File: src/rtl/wp_codec_pkg.sv
// Shared codec package: default code width, decoder FSM states and the
// one-hot / parity helpers used by both the encoder and decoder sides.
package wp_codec_pkg;

    localparam int CODE_W_DEFAULT = 3;

    typedef enum logic {
        IDLE = 1'b0,
        SHOW = 1'b1
    } state_t;

    // Wide enough for any code up to 8 bits; callers truncate to their width.
    function automatic logic [255:0] onehot(input logic [7:0] code);
        return 256'(1) << code;
    endfunction

    // Even parity bit: the value that makes the total count of ones even.
    function automatic logic even_par(input logic [7:0] v);
        return ^v;
    endfunction

endpackage

File: src/rtl/wp_decode_seq_if.sv
// Handshake / display bus of the sequenced one-hot decoder.
// With WP_DECODE_PARITY_EN defined the bus also carries din_par / par_err.
interface wp_decode_seq_if
    import wp_codec_pkg::*;
#(
    parameter int CODE_W = CODE_W_DEFAULT
);
    localparam int DOUT_W = 2**CODE_W;

    logic              en;
    logic [CODE_W-1:0] din;
    logic              din_valid;
    logic              din_ready;
    logic [DOUT_W-1:0] dout;
    logic              busy;
    logic              done;
`ifdef WP_DECODE_PARITY_EN
    logic              din_par;
    logic              par_err;

    modport master (output en, din, din_valid, din_par,
                    input  din_ready, dout, busy, done, par_err);
    modport slave  (input  en, din, din_valid, din_par,
                    output din_ready, dout, busy, done, par_err);
`else
    modport master (output en, din, din_valid,
                    input  din_ready, dout, busy, done);
    modport slave  (input  en, din, din_valid,
                    output din_ready, dout, busy, done);
`endif

endinterface

File: src/rtl/wp_code_fifo.sv
// Small synchronous FIFO for buffered codes. A push is refused while full,
// even when a pop happens on the same edge.
module wp_code_fifo #(
    parameter int W     = 3,
    parameter int DEPTH = 2
) (
    input  logic         clk,
    input  logic         rst,
    input  logic         i_push,
    input  logic [W-1:0] i_wdata,
    input  logic         i_pop,
    output logic [W-1:0] o_rdata,
    output logic         o_full,
    output logic         o_empty
);
    localparam int AW = $clog2(DEPTH);

    logic [W-1:0]  r_mem [DEPTH];
    logic [AW-1:0] r_wr_ptr, r_rd_ptr;
    logic [AW:0]   r_count;
    logic          w_do_push, w_do_pop;

    assign o_full    = (r_count == (AW+1)'(DEPTH));
    assign o_empty   = (r_count == '0);
    assign o_rdata   = r_mem[r_rd_ptr];
    assign w_do_push = i_push && !o_full;
    assign w_do_pop  = i_pop && !o_empty;

    // Storage array, no reset needed: occupancy tracking guards reads.
    always_ff @(posedge clk) begin
        if (w_do_push) r_mem[r_wr_ptr] <= i_wdata;
    end

    // Pointers and occupancy count; pointers wrap since DEPTH is a power of two.
    always_ff @(posedge clk or posedge rst) begin
        if (rst) begin
            r_wr_ptr <= '0;
            r_rd_ptr <= '0;
            r_count  <= '0;
        end else begin
            if (w_do_push) r_wr_ptr <= r_wr_ptr + 1'b1;
            if (w_do_pop)  r_rd_ptr <= r_rd_ptr + 1'b1;
            case ({w_do_push, w_do_pop})
                2'b10:   r_count <= r_count + 1'b1;
                2'b01:   r_count <= r_count - 1'b1;
                default: r_count <= r_count;
            endcase
        end
    end

endmodule

File: src/rtl/wp_decode_seq.sv
// Sequenced 3-to-8 one-hot decoder: buffers codes from a valid/ready
// handshake and shows each as a registered one-hot pattern for HOLD_CYCLES
// enabled cycles. en is active-low (1 freezes and blanks the output).
// Optional feature macro: WP_DECODE_PARITY_EN (din_par check, par_err pulse).
module wp_decode_seq
    import wp_codec_pkg::*;
#(
    parameter int CODE_W      = CODE_W_DEFAULT,
    parameter int HOLD_CYCLES = 4,
    parameter int FIFO_DEPTH  = 2
) (
    input  logic           clk,
    input  logic           rst,
    wp_decode_seq_if.slave bus
);
    localparam int DOUT_W = 2**CODE_W;

    state_t            r_state, w_state_nxt;
    logic [7:0]        r_cnt, w_cnt_nxt;
    logic [CODE_W-1:0] r_cur_code, w_cur_nxt;
    logic [DOUT_W-1:0] r_dout, w_dout_nxt;
    logic              r_busy, w_busy_nxt;
    logic              r_done, w_done_nxt;
    logic              w_push, w_pop, w_full, w_empty;
    logic [CODE_W-1:0] w_head;
    logic [DOUT_W-1:0] w_oh_head, w_oh_cur;

`ifdef WP_DECODE_PARITY_EN
    logic w_accept, w_par_bad, r_par_err;

    assign w_accept  = bus.din_valid && !w_full;
    assign w_par_bad = (bus.din_par != even_par(8'(bus.din)));
    assign w_push    = w_accept && !w_par_bad;
    assign bus.par_err = r_par_err;

    // One-cycle flag for a code accepted with bad parity (it is dropped).
    always_ff @(posedge clk or posedge rst) begin
        if (rst) r_par_err <= 1'b0;
        else     r_par_err <= w_accept && w_par_bad;
    end
`else
    assign w_push = bus.din_valid && !w_full;
`endif

    assign bus.din_ready = !w_full;
    assign bus.dout      = r_dout;
    assign bus.busy      = r_busy;
    assign bus.done      = r_done;
    assign w_oh_head     = DOUT_W'(onehot(8'(w_head)));
    assign w_oh_cur      = DOUT_W'(onehot(8'(r_cur_code)));

    wp_code_fifo #(.W(CODE_W), .DEPTH(FIFO_DEPTH)) u_fifo (
        .clk     (clk),
        .rst     (rst),
        .i_push  (w_push),
        .i_wdata (bus.din),
        .i_pop   (w_pop),
        .o_rdata (w_head),
        .o_full  (w_full),
        .o_empty (w_empty)
    );

    // State, hold counter, current code and output registers.
    always_ff @(posedge clk or posedge rst) begin
        if (rst) begin
            r_state    <= IDLE;
            r_cnt      <= '0;
            r_cur_code <= '0;
            r_dout     <= '0;
            r_busy     <= 1'b0;
            r_done     <= 1'b0;
        end else begin
            r_state    <= w_state_nxt;
            r_cnt      <= w_cnt_nxt;
            r_cur_code <= w_cur_nxt;
            r_dout     <= w_dout_nxt;
            r_busy     <= w_busy_nxt;
            r_done     <= w_done_nxt;
        end
    end

    // Next-state logic. While frozen only dout blanks; everything else holds,
    // so the remaining hold count resumes untouched when en drops again.
    always_comb begin
        w_state_nxt = r_state;
        w_cnt_nxt   = r_cnt;
        w_cur_nxt   = r_cur_code;
        w_dout_nxt  = r_dout;
        w_busy_nxt  = r_busy;
        w_done_nxt  = 1'b0;
        w_pop       = 1'b0;
        if (bus.en) begin
            w_dout_nxt = '0;
        end else begin
            case (r_state)
                IDLE: begin
                    w_dout_nxt = '0;
                    if (!w_empty) begin
                        w_pop       = 1'b1;
                        w_cur_nxt   = w_head;
                        w_dout_nxt  = w_oh_head;
                        w_cnt_nxt   = 8'(HOLD_CYCLES - 1);
                        w_busy_nxt  = 1'b1;
                        w_state_nxt = SHOW;
                    end
                end
                SHOW: begin
                    w_dout_nxt = w_oh_cur;
                    if (r_cnt != '0) begin
                        w_cnt_nxt = r_cnt - 1'b1;
                    end else begin
                        w_done_nxt = 1'b1;
                        if (!w_empty) begin
                            // Back-to-back: switch straight to the next pattern.
                            w_pop      = 1'b1;
                            w_cur_nxt  = w_head;
                            w_dout_nxt = w_oh_head;
                            w_cnt_nxt  = 8'(HOLD_CYCLES - 1);
                        end else begin
                            w_dout_nxt  = '0;
                            w_busy_nxt  = 1'b0;
                            w_state_nxt = IDLE;
                        end
                    end
                end
                default: w_state_nxt = IDLE;
            endcase
        end
    end

endmodule

File: src/flat_wrapper.sv
// flat-port wrapper written by rule: the top's interface ports become plain ports
module wp_decode_seq_flat import wp_codec_pkg::*;
#(
    parameter int CODE_W      = CODE_W_DEFAULT,
    parameter int HOLD_CYCLES = 4,
    parameter int FIFO_DEPTH  = 2
)
  (clk, rst, bus_en, bus_din, bus_din_valid, bus_din_ready, bus_dout, bus_busy, bus_done);
  wp_decode_seq_if #(.CODE_W(CODE_W)) bus_i ();
  input  logic clk;
  input  logic rst;
  input wire logic [$bits(bus_i.en)-1:0] bus_en;
  input wire logic [$bits(bus_i.din)-1:0] bus_din;
  input wire logic [$bits(bus_i.din_valid)-1:0] bus_din_valid;
  output wire logic [$bits(bus_i.din_ready)-1:0] bus_din_ready;
  output wire logic [$bits(bus_i.dout)-1:0] bus_dout;
  output wire logic [$bits(bus_i.busy)-1:0] bus_busy;
  output wire logic [$bits(bus_i.done)-1:0] bus_done;
  assign bus_i.en = bus_en;
  assign bus_i.din = bus_din;
  assign bus_i.din_valid = bus_din_valid;
  assign bus_din_ready = bus_i.din_ready;
  assign bus_dout = bus_i.dout;
  assign bus_busy = bus_i.busy;
  assign bus_done = bus_i.done;
  wp_decode_seq #(.CODE_W(CODE_W), .HOLD_CYCLES(HOLD_CYCLES), .FIFO_DEPTH(FIFO_DEPTH)) u_core (.clk(clk), .rst(rst), .bus(bus_i));
endmodule
File: config.mk
export PLATFORM = sky130hd
export DESIGN_NAME = wp_decode_seq_flat
export DESIGN_NICKNAME = d
export VERILOG_FILES = /design/src/rtl/wp_codec_pkg.sv /design/src/rtl/wp_decode_seq_if.sv /design/src/rtl/wp_code_fifo.sv /design/src/rtl/wp_decode_seq.sv /design/src/flat_wrapper.sv
export SDC_FILE = /design/constraint.sdc
export NUM_CORES = 1
export LEC_CHECK = 0
export CORE_MARGIN = 5
export CORE_UTILIZATION = 58
export DETAILED_ROUTE_END_ITERATION = 16
export PLACE_DENSITY_LB_ADDON = 0.05
export SETUP_SLACK_MARGIN = 0.4
export SKIP_LAST_GASP = 1
export SLEW_MARGIN = 15
export SYNTH_ARGS = -nofsm -noshare
export SYNTH_HDL_FRONTEND = slang
export SYNTH_SLANG_ARGS = --single-unit
File: constraint.sdc
create_clock -name clk -period 3.1 [get_ports clk]
set_clock_uncertainty 0.05 [all_clocks]
set_input_delay 0.62 -clock clk [delete_from_list [all_inputs] [get_ports clk]]
set_output_delay 0.62 -clock clk [all_outputs]
set_load 0.05 [all_outputs]
==> results of run 1 <==
[registers in the layout, indices dropped and copies added, names as in the netlist]
name	flops
u_core.u_fifo.r_wr_ptr	1
u_core.bus.dout	8
u_core.r_cnt	8
u_core.u_fifo.r_count	2
u_core.r_state	1
u_core.bus.done	1
u_core.bus.busy	1
u_core.r_cur_code	3
u_core.u_fifo.r_mem	6
u_core.u_fifo.r_rd_ptr	1
[per-stage QoR]
stage               setup WS, ns  hold WS (ns)  area (µm²)  std cells   util
floorplan                   1.10         0.410        1490        134      -
global placement           0.647         0.427        1700        180  0.691
detailed placement         0.511         0.446        1700        180  0.691
CTS                        0.655         0.460        1750        188  0.715
global route               0.600         0.471        1750        188  0.715
finish                     0.672         0.457        1750        188  0.715
[synthesized netlist by cell type, types with 2 or more instances]
cell type	count	area (µm²)
dfrtp_1	26	651
or3_1	2	12.5
xnor2_1	3	26.3
nand2b_1	5	31.3
a21oi_1	7	35.0
a31oi_1	6	37.5
mux2i_1	2	20.0
nor2_1	13	48.8
o22ai_1	7	43.8
or2_2	2	12.5
edfxtp_1	6	180
ha_1	3	37.5
inv_1	8	30.0
o32ai_1	2	17.5
nand2_1	4	15.0
xor2_1	2	17.5
a2111oi_0	2	17.5
clkbuf_1	2	7.51
o21ai_0	7	35.0
nand3_1	3	15.0
or2_1	2	12.5
[cell families (layout without fill, tap and decap cells)]
family                     count (synthesis)  in the layout  share of synthesized area
AOI/OAI and AO/OA                         39             39                      0.169
xor gates and xnor gates                   5              5                     0.0295
adders and majority gates                  3              3                     0.0253
buffers and inverters                     11             35                     0.0286
DFF                                       32             32                      0.559
muxes                                      3              3                     0.0211
and+or+nand+nor                           41             41                      0.167
[layout make-up]
type	instances	area, µm²	area share
clock buffer	8	58.8	0.0335
inverter	8	30.0	0.0171
multi-input combinational	91	612	0.349
sequential	32	831	0.474
tap	30	37.5	0.0214
timing repair buffer	19	185	0.106
[per-layer routing]
metal  GRT usage  wire (µm)  vias up
met5           0          0        -
met4      0.0960         53        0
met2       0.293       1380       42
met3      0.0702        222        5
met1       0.219       1170      537
li1            -          -      542
[power groups by stage]
stage	combinational, W	sequential [W]	clock [W]
after floorplan	0.000384	0.000789	0
after global placement	0.000596	0.000726	0
after detailed placement	0.000615	0.000740	0
after CTS	0.000618	0.000732	0.000253
after global routing	0.000680	0.000762	0.000271
final	0.000616	0.000734	0.000244
[worst min-delay path by stage]
stage	end	cells past startpoint	slack, ns
2_1_floorplan	u_core.r_cnt[0]$_DFFE_PP0N_	1	0.41
3_3_place_gp	u_core.u_fifo.r_wr_ptr$_DFFE_PP0P_	1	0.43
3_5_place_dp	u_core.u_fifo.r_count[1]$_DFFE_PP0P_	1	0.45
4_1_cts	u_core.r_cnt[0]$_DFFE_PP0N_	1	0.46
5_1_grt	u_core.u_fifo.r_count[1]$_DFFE_PP0P_	1	0.47
6_report	u_core.u_fifo.r_count[1]$_DFFE_PP0P_	1	0.46
==> results_dict.tcl, run 1 <==
set metrics [dict create \
    slew_headroom 0.667 \
    p_comb_frac 0.387 \
    cts_setup_buffers 0 \
    hold_viol_final 0 \
    synth_edf_count 6 \
    ys_async_sr_fraction 0.813 \
    ctsHtreeMaxLevel 2 \
    cp-start-kind "register" \
    place.gp.congestion 0.833 \
    ant_nets 0 \
    power_density_nw_per_um2 909 \
    cts_sinks 32 \
    area_delta_synth_final_pct 18.1 \
    worst-path-stages 2 \
    rr_worst_depth 9 \
    numCtsBuffers 5 \
    fin_crit_ns 2.43 \
    layout.nets 167 \
    ctsHoldBuffers 0 \
    num_rows 18 \
    r2r_setup_slack_ns 0.92 \
    r2r-end "u_core.u_fifo.r_count[1]$_DFFE_PP0P_" \
    drtIter0Drc 28 \
    final_cell_mix "dfrtp_1 (26), clkdlybuf4s50_1 (17), nor2_1 (13)" \
    drive_gt1_frac 0.108 \
    p_int_w 0.000944 \
    crit_path_end "bus_din_ready" \
    cts-root-buf "clkbuf_4" \
    place_hpwl_mm 2.10 \
    cts_resized 0 \
    synth_area_per_cell_um2 11.1 \
    tns_ns 0 \
    critPathKind "register to output port" \
    p_total_w 0.00159 \
    cts_tree "done" \
    required_ns 2.43 \
    wl_per_cell_um 15.0 \
    crit_start "u_core.u_fifo.r_count[0]$_DFFE_PP0P_" \
    worst_pin_slew_ns 0.498 \
    p_switching_w 0.000650 \
    die_area_um2 3670 \
    seqPwrFrac 0.460 \
    clockBufferDepth 2 \
    grt_overflow_total 0 \
    drcViolationCount 0 \
    vias 1126 \
    antenna_found_initial 0 \
    final_common_cell "dfrtp_1" \
    vdd_drop_max_mv 0.632 \
    core_area_um2 2450 \
    max_stage_delay_ns 0.82 \
    ys_warn_count 0 \
    grt_max_degree 27 \
    dr.pass1.iters 4 \
    grt_pass1_wl_mm 4.86 \
    post_drt_via_cell_ratio 5.99 \
    arrival_ns 1.76 \
    endpoint_kind "output port" \
    die_h_um 60.6 \
    cap_viol_max_count 0 \
    die_w_um 60.6 \
    path_cells "nand2b_1, clkdlybuf4s50_1" \
    netlist-cell-type-count 41 \
    ys.flop_type "dfrtp_1" \
    first_global_vias 1118 \
    slew_violations 0 \
    syn_nets 144 \
    ys_ff_latch 32 \
    critical_path.top_delay_family "buffers and inverters" \
    synthCells 134 \
    cts.clk_slew.worst_paths_ns 0.08 \
    status "finished clean" \
    pwr-share-clk 0.153 \
    wl_mm 2.82 \
    r2r_start "u_core.r_cnt[0]$_DFFE_PP0N_" \
    hold_class "register to register" \
    p_leak_nw 0.732 \
    crit_buf_inv 1 \
    fillCellCount 182 \
    min-delay-start "u_core.u_fifo.r_count[1]$_DFFE_PP0P_" \
    power.share.switching 0.408 \
    clock.fmax_mhz 412 \
    diodes 0 \
    critPathMaxFanout 4 \
    initial_utilization 0.605 \
    fin_crit_sh 0.783 \
    track_usage 0.185 \
    synth_seq_area_share 0.559 \
    port_buffers 17 \
    syn_area_um2 1490 \
    rsz0062_at_grt "no" \
    slowest_stage "clkdlybuf4s50_1" \
    clock_latency_ns 0.34 \
    pin_count 18 \
    setup_viol 0 \
]
(Power assumes the default switching activity.)
==> run 2, diff against run 1 <==
Settings changed: CORE_UTILIZATION 58 to 54.
Clock period 3.1 ns to 2.4 ns, I/O delays scaled along.
==> results_dict.tcl, run 2 (synthesis results as in run 1) <==
set metrics [dict create \
    grt_max_degree 27 \
    place.gp.congestion 0.808 \
    p_leak_nw 0.866 \
    slew_violations 0 \
    drive_gt1_frac 0.195 \
    drtIter0Drc 47 \
    rr_worst_depth 9 \
    clock_latency_ns 0.34 \
    ant_nets 0 \
    wl_mm 2.92 \
    fillCellCount 191 \
    clockBufferDepth 2 \
    drcViolationCount 0 \
    area_delta_synth_final_pct 25.1 \
    die_area_um2 3900 \
    wl_per_cell_um 15.0 \
    track_usage 0.164 \
    status "finished clean" \
    cp-start-kind "register" \
    critPathMaxFanout 4 \
    cap_viol_max_count 0 \
    place_hpwl_mm 2.10 \
    grt_pass1_wl_mm 4.94 \
    r2r_setup_slack_ns 0.49 \
    final_common_cell "dfrtp_1" \
    arrival_ns 2.09 \
    crit_start "u_core.r_cnt[0]$_DFFE_PP0N_" \
    pin_count 18 \
    cts_sinks 32 \
    die_w_um 62.4 \
    port_buffers 17 \
    final_cell_mix "dfrtp_1 (26), nor2_1 (12), inv_1 (8), buf_4 (8), o21ai_0 (7)" \
    r2r_start "u_core.r_cnt[0]$_DFFE_PP0N_" \
    worst_pin_slew_ns 0.504 \
    setup_viol 0 \
    initial_utilization 0.553 \
    critPathKind "register to register" \
    final_util 0.692 \
    ctsHoldBuffers 0 \
    dr.pass1.iters 4 \
    power_density_nw_per_um2 1160 \
    vdd_drop_max_mv 0.932 \
    diodes 0 \
    post_drt_via_cell_ratio 5.84 \
    hold_viol_final 0 \
    cts-root-buf "clkbuf_4" \
    cts_tree "done" \
    antenna_found_initial 0 \
    crit_path_end "u_core.u_fifo.r_count[1]$_DFFE_PP0P_" \
    hold_class "register to register" \
    numCtsBuffers 5 \
    first_global_vias 1116 \
    layout.nets 173 \
    core_area_um2 2690 \
    fin_crit_ns 1.91 \
    die_h_um 62.4 \
    required_ns 2.57 \
    slew_headroom 0.664 \
    cts.clk_slew.worst_paths_ns 0.08 \
    vias 1138 \
    r2r-end "u_core.u_fifo.r_count[1]$_DFFE_PP0P_" \
    grt_overflow_total 0 \
    clock.fmax_mhz 522 \
    tns_ns 0 \
    endpoint_kind "register" \
    num_rows 19 \
    ctsHtreeMaxLevel 2 \
    rsz0062_at_grt "yes" \
    fin_crit_sh 0.798 \
]
[run 2: how the worst min path moves through the flow]
stage	startpoint	cells past startpoint	endpoint	slack, ns
global placement	u_core.u_fifo.r_count[1]$_DFFE_PP0P_	1	u_core.u_fifo.r_count[1]$_DFFE_PP0P_	0.43
floorplan	u_core.r_cnt[0]$_DFFE_PP0N_	1	u_core.r_cnt[0]$_DFFE_PP0N_	0.41
global route	rst	3	u_core.bus.done$_DFF_PP0_	0.49
CTS	u_core.u_fifo.r_wr_ptr$_DFFE_PP0P_	1	u_core.u_fifo.r_wr_ptr$_DFFE_PP0P_	0.45
detailed placement	u_core.u_fifo.r_wr_ptr$_DFFE_PP0P_	1	u_core.u_fifo.r_wr_ptr$_DFFE_PP0P_	0.43
finish	u_core.r_cnt[0]$_DFFE_PP0N_	1	u_core.r_cnt[0]$_DFFE_PP0N_	0.45
[run 2: timing repair]
item                       4_1_cts  5_1_grt
setup endpoints to repair        8       10
pin swaps                        0        2
buffers inserted                 1        3
resized for setup                9       12
cloned                           0        0
[run 2: report_power, final]
| part | switching [W] | leakage [nW] | total, W | internal [W] |
|---|---|---|---|---|
| combinational | 0.000491 | 0.447 | 0.000824 | 0.000334 |
| sequential | 0.000201 | 0.378 | 0.000947 | 0.000746 |
| clock | 0.000174 | 0.0403 | 0.000387 | 0.000212 |
[run 2: metal layers]
metal / up-vias / global-route usage / share of wire
met2: 31 / 0.238 / 0.48
met3: 6 / 0.0809 / 0.062
li1: 554 / - / -
met5: - / 0 / 0
met1: 547 / 0.194 / 0.44
met4: 0 / 0.0955 / 0.023
[run 2: cell type report]
class / count / area (µm²) / share of cell area
Clock buffer: 5 / 37.5 / 0.0202
Clock inverter: 3 / 37.5 / 0.0202
Inverter: 8 / 30.0 / 0.0162
Sequential cell: 32 / 831 / 0.447
Timing Repair Buffer: 25 / 228 / 0.123
Tap cell: 31 / 38.8 / 0.0209
Multi-Input combinational cell: 91 / 656 / 0.353
[run 2: metrics by stage]
stage	instance area, µm²	power, W	cells	hold slack (ns)	worst slack [ns]
global placement	1710	0.00172	183	0.428	0.341
floorplan	1490	0.00152	134	0.410	0.405
global route	1860	0.00232	195	0.486	0.343
detailed placement	1710	0.00176	183	0.431	0.234
CTS	1790	0.00213	192	0.448	0.388
finish	1860	0.00216	195	0.449	0.485
[run 2: worst max-delay path: stages (launching register included)]
cell	delay (ns)
dfrtp_1	0.41
inv_1	0.09
ha_2	0.19
nor4b_4	0.25
nand2_2	0.13
a21oi_2	0.21
ha_4	0.15
xnor2_1	0.12
nor2_2	0.05
xor2_1	0.14
==> run 3, diff against run 2 <==
Settings changed: CORE_UTILIZATION 54 to 49.
Clock period 2.4 ns to 1.64 ns, I/O delays scaled along.
==> results_dict.tcl, run 3 (synthesis results as in run 1) <==
set metrics [dict create \
    area_delta_synth_final_pct 57.2 \
    setup_viol 15 \
    die_area_um2 4230 \
    hold_viol_final 0 \
    num_rows 20 \
    die_h_um 65.1 \
    core_area_um2 2980 \
    grt_pass1_wl_mm 6.51 \
    diodes 0 \
    r2r-end "u_core.r_cur_code[2]$_DFFE_PP0P_" \
    cts_sinks 32 \
    post_drt_via_cell_ratio 5.90 \
    ant_nets 0 \
    initial_utilization 0.499 \
    worst_slack_ns -0.182 \
    path_cells "inv_2, ha_4, nor4b_4, a21o_2, or3b_4, o21a_1" \
    dp_slack_ns -0.308 \
    endpoint_kind "register" \
    required_ns 1.81 \
    fin_crit_ns 1.82 \
    violations "setup timing" \
    power_density_nw_per_um2 1700 \
    pwr-share-clk 0.106 \
    drcViolationCount 0 \
    power.share.switching 0.419 \
    drtIter0Drc 107 \
    r2r_setup_slack_ns -0.18 \
    cts-root-buf "clkbuf_4" \
    critPathKind "register to register" \
    clock_latency_ns 0.33 \
    vdd_drop_max_mv 0.889 \
    max_stage_delay_ns 0.44 \
    vias 1340 \
    cts.clk_slew.worst_paths_ns 0.09 \
    clockBufferDepth 2 \
    crit_buf_inv 1 \
    rr_worst_depth 6 \
    rsz0062_at_grt "yes" \
    critical_path.top_delay_family "simple AND/OR/NAND/NOR gates" \
    pin_count 18 \
    p_comb_frac 0.550 \
    status "complete, but fails checks" \
    numCtsBuffers 5 \
    drive_gt1_frac 0.495 \
    hold_class "input port to async pin" \
    wl_mm 3.93 \
    first_global_vias 1365 \
    place.gp.congestion 0.865 \
    final_common_cell "buf_4" \
    dr.pass1.iters 4 \
    arrival_ns 2.00 \
    p_leak_nw 0.991 \
    worst_pin_slew_ns 0.448 \
    antenna_found_initial 0 \
    final_util 0.784 \
    final_cells 227 \
    cts_tree "done" \
    critPathMaxFanout 5 \
    ctsHoldBuffers 0 \
    p_switching_w 0.00167 \
    clock.fmax_mhz 549 \
    wl_per_cell_um 17.3 \
    grt_max_degree 27 \
    slew_violations 0 \
    place_hpwl_mm 2.33 \
    r2r_start "u_core.r_cnt[1]$_DFFE_PP0N_" \
    layout.nets 203 \
    holdWs_ns 0.317 \
    track_usage 0.209 \
    fin_crit_sh 1.11 \
    slowest_stage "or3b_4" \
    final_cell_mix "buf_4 (33), dfrtp_1 (25), buf_6 (13)" \
    p_int_w 0.00231 \
    ctsHtreeMaxLevel 2 \
    cp-start-kind "register" \
    grt_overflow_total 0 \
    slew_headroom 0.701 \
    die_w_um 65.1 \
    seqPwrFrac 0.345 \
    cap_viol_max_count 0 \
    place_inst 205 \
    port_buffers 17 \
]
==> run 3: timing repair <==
| action | in CTS | in global routing |
|---|---|---|
| pin swaps | 9 | 5 |
| gates resized for setup | 46 | 8 |
| setup endpoints to repair | 39 | 39 |
| setup buffers | 11 | 3 |
==> run 3: power by group through the flow <==
| stage | clock (W) | sequential [W] | combinational, W |
|---|---|---|---|
| floorplan | 0 | 0.00149 | 0.000764 |
| global placement | 0 | 0.00133 | 0.00152 |
| detailed placement | 0 | 0.00134 | 0.00156 |
| CTS | 0.000432 | 0.00134 | 0.00203 |
| global route | 0.000479 | 0.00140 | 0.00234 |
| finish | 0.000420 | 0.00137 | 0.00219 |
==> run 3: how the worst max path moves through the flow <==
stage | slack [ns] | startpoint | endpoint | cells after the start
after floorplan | -0.16 | u_core.r_cnt[0]$_DFFE_PP0N_ | u_core.u_fifo.r_count[1]$_DFFE_PP0P_ | 9
after global placement | -0.22 | u_core.r_cnt[0]$_DFFE_PP0N_ | u_core.bus.dout[1]$_DFF_PP0_ | 7
after detailed placement | -0.31 | u_core.r_cnt[0]$_DFFE_PP0N_ | u_core.bus.dout[1]$_DFF_PP0_ | 7
after CTS | -0.16 | u_core.r_cnt[1]$_DFFE_PP0N_ | u_core.u_fifo.r_count[1]$_DFFE_PP0P_ | 9
after global routing | -0.26 | u_core.r_cnt[0]$_DFFE_PP0N_ | u_core.u_fifo.r_count[1]$_DFFE_PP0P_ | 9
final | -0.18 | u_core.r_cnt[1]$_DFFE_PP0N_ | u_core.r_cur_code[2]$_DFFE_PP0P_ | 6
==> run 3: layout make-up <==
class,instances,area [µm²]
Fill cell,179,643
Timing Repair Buffer,55,514
Inverter,8,30.0
Multi-Input combinational cell,91,868
Sequential cell,32,832
Tap cell,33,41.3
Clock inverter,1,3.75
Clock buffer,7,45.0
==> run 3: worst reg2reg max path: cells and delay by family, from the launching register on <==
kind	cells	cell delay, ns
AOI/OAI and AO/OA	2	0.33
adders and majority gates	1	0.13
buffers and inverters	1	0.09
DFF	1	0.41
and+or+nand+nor	2	0.71
==> run 3: per-layer routing <==
metal | GRT usage | share of wire | up-vias
li1 | - | - | 620
met1 | 0.230 | 0.40 | 646
met2 | 0.355 | 0.50 | 56
met3 | 0.0745 | 0.066 | 18
met4 | 0.101 | 0.034 | 0
met5 | 0 | 0 | -
==> run 3: stage by stage <==
| step | power [W] | instance area, µm² | setup TNS, ns |
|---|---|---|---|
| 6_report | 0.00398 | 2330 | -1.83 |
| 5_1_grt | 0.00422 | 2330 | -3.17 |
| 4_1_cts | 0.00381 | 2270 | -1.26 |
| 3_5_place_dp | 0.00290 | 1900 | -2.03 |
| 3_3_place_gp | 0.00285 | 1900 | -1.55 |
| 2_1_floorplan | 0.00226 | 1520 | -0.737 |
